==> src/rtl/pla7_truth_table_scanner.sv <==
// Truth-table scanner for single-output PLA netlists.
// Sweeps all input vectors, samples y after a settle window.
module pla7_truth_table_scanner #(
  parameter int N_IN   = 7,
  parameter int SETTLE = 1
) (
  input  logic                 clk,
  input  logic                 rst_n,
  input  logic                 start,
  input  logic                 abort,
  output logic [N_IN-1:0]      x_out,
  input  logic                 y_in,
  output logic                 busy,
  output logic                 done,
  output logic [2**N_IN-1:0]   tt,
  output logic [N_IN:0]        ones_count
);

  localparam int NV = 2**N_IN;
  localparam logic [N_IN-1:0] XMAX = '1;
  localparam logic [3:0] CMAX = 4'(SETTLE - 1);

  typedef enum logic [1:0] {
    IDLE,
    HOLD,
    FIN
  } state_e;

  state_e state_q, state_d;

  logic [3:0]      cnt_q, cnt_d;
  logic [N_IN-1:0] x_q, x_d;
  logic [NV-1:0]   tt_q, tt_d;
  logic [N_IN:0]   ones_q, ones_d;
  logic            busy_q, busy_d;
  logic            done_q, done_d;
  logic            go;
  logic            samp;
  logic            last;

  assign go   = start && !abort;
  assign samp = (state_q == HOLD) && !abort
                && (cnt_q == CMAX);
  assign last = (x_q == XMAX);

  // State register
  always_ff @(posedge clk or negedge rst_n) begin
    if (!rst_n) state_q <= IDLE;
    else        state_q <= state_d;
  end

  // Next-state selection
  always_comb begin
    state_d = state_q;
    unique case (state_q)
      IDLE: if (go) state_d = HOLD;
      HOLD: begin
        if (abort)             state_d = IDLE;
        else if (samp && last) state_d = FIN;
      end
      FIN:     state_d = IDLE;
      default: state_d = IDLE;
    endcase
  end

  // Datapath and output next values
  always_comb begin
    x_d    = x_q;
    cnt_d  = cnt_q;
    tt_d   = tt_q;
    ones_d = ones_q;
    busy_d = (state_d == HOLD);
    done_d = (state_d == FIN);
    unique case (state_q)
      IDLE: begin
        if (go) begin
          x_d    = '0;
          cnt_d  = '0;
          tt_d   = '0;
          ones_d = '0;
        end
      end
      HOLD: begin
        if (abort) begin
          x_d   = '0;
          cnt_d = '0;
        end else if (samp) begin
          tt_d[x_q] = y_in;
          ones_d    = ones_q + {{N_IN{1'b0}}, y_in};
          cnt_d     = '0;
          x_d       = last ? '0 : x_q + 1'b1;
        end else begin
          cnt_d = cnt_q + 4'd1;
        end
      end
      FIN:     x_d = '0;
      default: x_d = '0;
    endcase
  end

  // Registered outputs and datapath
  always_ff @(posedge clk or negedge rst_n) begin
    if (!rst_n) begin
      x_q    <= '0;
      cnt_q  <= '0;
      tt_q   <= '0;
      ones_q <= '0;
      busy_q <= 1'b0;
      done_q <= 1'b0;
    end else begin
      x_q    <= x_d;
      cnt_q  <= cnt_d;
      tt_q   <= tt_d;
      ones_q <= ones_d;
      busy_q <= busy_d;
      done_q <= done_d;
    end
  end

  assign x_out      = x_q;
  assign busy       = busy_q;
  assign done       = done_q;
  assign tt         = tt_q;
  assign ones_count = ones_q;

endmodule

==> config.mk <==
export PLATFORM = sky130hd
export DESIGN_NAME = pla7_truth_table_scanner
export DESIGN_NICKNAME = d
export VERILOG_FILES = /design/src/rtl/pla7_truth_table_scanner.sv
export SDC_FILE = /design/constraint.sdc
export NUM_CORES = 1
export LEC_CHECK = 0
export CAP_MARGIN = 0
export CORE_ASPECT_RATIO = 2
export CORE_MARGIN = 2
export CORE_UTILIZATION = 48
export CTS_CLUSTER_DIAMETER = 120
export DETAILED_ROUTE_END_ITERATION = 8
export HOLD_SLACK_MARGIN = 0.05
export PLACE_DENSITY_LB_ADDON = 0.1
export SLEW_MARGIN = 10
export SYNTH_ARGS = -nofsm -noshare
export SYNTH_HDL_FRONTEND = slang
export SYNTH_SLANG_ARGS = --single-unit
==> constraint.sdc <==
create_clock -name clk -period 3.9 [get_ports clk]
set_input_delay 0.39 -clock clk [delete_from_list [all_inputs] [get_ports clk]]
set_output_delay 0.39 -clock clk [all_outputs]
set_load 0.02 [all_outputs]
==> impl_metrics.toml <==
[worst_setup_path]
end_kind = "flop"
startpoint_type = "flop"
critPathRequiredTime_ns = 4.21
crit_buf_inv = 1
crit_fanout = 24
arrival_ns = 3.07
crit_family = "compound AO/OA/AOI/OAI gates"
slowest_stage = "o21ai_4"
max_stage_delay_ns = 0.63
crit_chain = "inv_1 > ha_1 > or3b_2 > o21ai_4 > nand2_1 > o31ai_1"
criticalPathCategory = "reg2reg"

[sta]
slew_violations = 0
timing.final.hold_violations = 0
tns_ns = 0
tightest_slew_ns = 1.22
max_freq_mhz = 362
slew_headroom_pct = 18.5
fin_crit_sh_pct = 70.7
rsz0062_at_grt = "false"
setup_viol = 0
final.setup_skew_ns = 0.0103
finalHoldWorstSlack_ns = 0.0333
fin_crit_ns = 2.76

[clock_tree]
cts_resized = 0
clock-root-buffer = "clkbuf_16"
clk_latency_ns = 0.43
cts_buffers = 17
cts_setup_buffers = 0
cts_tree = "done"
h-tree-depth = 4
cts_hold_buf = 0
cts_buffer_depth = 2
path_clk_slew_ns = 0.06
cts.sinks = 151

[outcome]
status = "complete, no violations"

[grt]
grt_pass1_vias = 6558
grt_max_degree = 155
track_usage_pct = 29.0
grt_pass1_wl_mm = 36.0
antenna_found_initial = 0
overflow = 0

[route]
drc = 0
wire_per_inst_um = 23.0
wl_mm = 23.2
ant_nets = 0
via_per_inst = 6.52
vias = 6576
first_iter_violations = 518
drt-pass1-iter-count = 5

[synthesis]
yosys-top-cells-area = "dfrtp_1 (52%), o311ai_0 (6.8%), o21ai_0 (5.5%), a21oi_1 (4.5%), o41ai_1 (4.3%)"
synth_top_area_share_pct = 52.4
yosys_warnings = 0
async_flop_share_pct = 100
ys_seq_area_share_pct = 52.4
synth_edf_count = 0
syn_nets = 719
synth_seq_cells = 151
synth.largest_area_cell = "dfrtp_1"
dominantRegCellSynth = "dfrtp_1"
netlist_instances = 709
synth.avg_cell_area_um2 = 10.2
synthXorXnorAreaFrac_pct = 0.243
synth-compound-area-share_pct = 28.8
synth_top_family_by_area = "compound AO/OA/AOI/OAI gates"
synthAdderAreaFrac_pct = 0.868
synth_cell_types = 52
synth-simple-area-share_pct = 10.7
syn_area_um2 = 7210
synth_mux_area_share_pct = 1.82

[die]
die_y_um = 177
row_count = 63
start_util_pct = 48.9
dieWidth_um = 90.7
dieArea_um2 = 16100
core-area_um2 = 14700
pin_count = 150

[cells_and_area]
antenna_cells = 0
final_area_um2 = 9280
post-route-util_pct = 62.9
fin_nets = 812
layout_commonest_cell = "dfrtp_1"
fin_cells = 1009
nFillCells = 1247
area_growth_pct = 28.7
final_cell_mix = "dfrtp_1 (151), clkdlybuf4s50_1 (148), o21ai_0 (79)"
drive_above_1_share_pct = 7.86

[placed_design]
placedInstanceArea_um2 = 8700
hpwlAfterDp_mm = 14.8
numPortBuffers = 149
placedCellCount = 978
place.gp.congestion = 0.842

[power_and_ir_drop]
power_density_nw_per_um2 = 381
leakage_nw = 3.79
ir_drop_v = 0.000286

[min_path]
hold_path_class = "in2async"

[flow_run]
drv_cap = 0
[worst register-to-register path, delay by kind of cell (launching register included)]
kind,cells,cell delay (ns)
compound gates,2,1.02
flops,1,0.42
fa+ha+maj,1,0.16
buf+inv,1,0.08
simple gates,2,0.98
[where the power goes]
part / switching [mW] / leakage [nW] / total, mW / internal [mW]
registers: 0.0179 / 2.11 / 1.59 / 1.58
logic: 0.244 / 1.41 / 0.319 / 0.0748
clock network: 0.665 / 0.273 / 1.62 / 0.956
[state kept, by name (all words and copies together), names as in the netlist]
signal / count
ones_count: 8
busy: 1
done: 1
tt: 128
x_out: 7
state_q: 2
cnt_q: 4
[kinds of logic after synthesis]
| logic type | after synthesis |
|---|---|
| simple gates | 124 |
| flops | 151 |
| fa+ha+maj | 5 |
| xor+xnor | 2 |
| mux | 13 |
| buf+inv | 89 |
| compound gates | 325 |
[worst paths after layout]
| path | from | endpoint | slack [ns] | cells after the start |
|---|---|---|---|---|
| worst min-delay path | rst_n | ones_count[6] | 0.03 | 1 |
| max in group asynchronous | rst_n | tt[64] | 2.90 | 2 |
| min in group clk | ones_count[7] | ones_count[7] | 0.48 | 1 |
| worst max-delay path | cnt_q[0] | tt[11] | 1.14 | 6 |
| worst min register to register | ones_count[7] | ones_count[7] | 0.48 | 1 |
| worst max register to register | cnt_q[0] | tt[11] | 1.14 | 6 |
[through the flow]
stage	setup WS [ns]	power, mW
2_1_floorplan	1.95	1.82
6_report	1.14	3.53
4_1_cts	1.15	3.55
3_5_place_dp	0.855	1.94
5_1_grt	0.990	3.64
3_3_place_gp	0.956	1.93
[synth_stat cells (2+ instances only)]
cell type	count
nand4_1	4
nor3_1	6
or3_1	3
o21ai_0	79
nor2_1	10
and4b_1	3
nand2b_1	3
nand3_1	24
nor2b_1	3
o41ai_1	35
a22o_1	5
mux2i_1	12
nor3b_2	4
and3b_1	4
nand3_2	6
ha_1	5
o311ai_0	56
dfrtp_1	151
clkbuf_1	66
buf_4	3
buf_2	14
nand3b_1	4
o211ai_1	3
or3b_2	2
nand2_1	34
nor4bb_1	3
a21oi_1	65
or4_1	3
o21ai_1	53
inv_1	4
o31ai_1	21
[cell type report]
cell class	count	area (µm²)	area share, %
multi-input cells	469	3090	33.3
inverters	4	15.0	0.162
repair buffers	159	1580	17.0
flip-flops and latches	151	3780	40.7
well taps	195	244	2.63
clock buffers	20	447	4.81
clock inverters	11	124	1.34
[per-layer routing]
| metal | part of all wire [%] | routed length [µm] | global-route usage (%) | vias to the layer above |
|---|---|---|---|---|
| met5 | 0 | 0 | 0 | - |
| met4 | 3.7 | 861 | 14.3 | 0 |
| met3 | 7.1 | 1660 | 6.37 | 52 |
| met2 | 53 | 12400 | 51.1 | 310 |
| met1 | 36 | 8300 | 32.9 | 3290 |
| li1 | - | - | - | 2924 |
(Power assumes the default switching activity.)
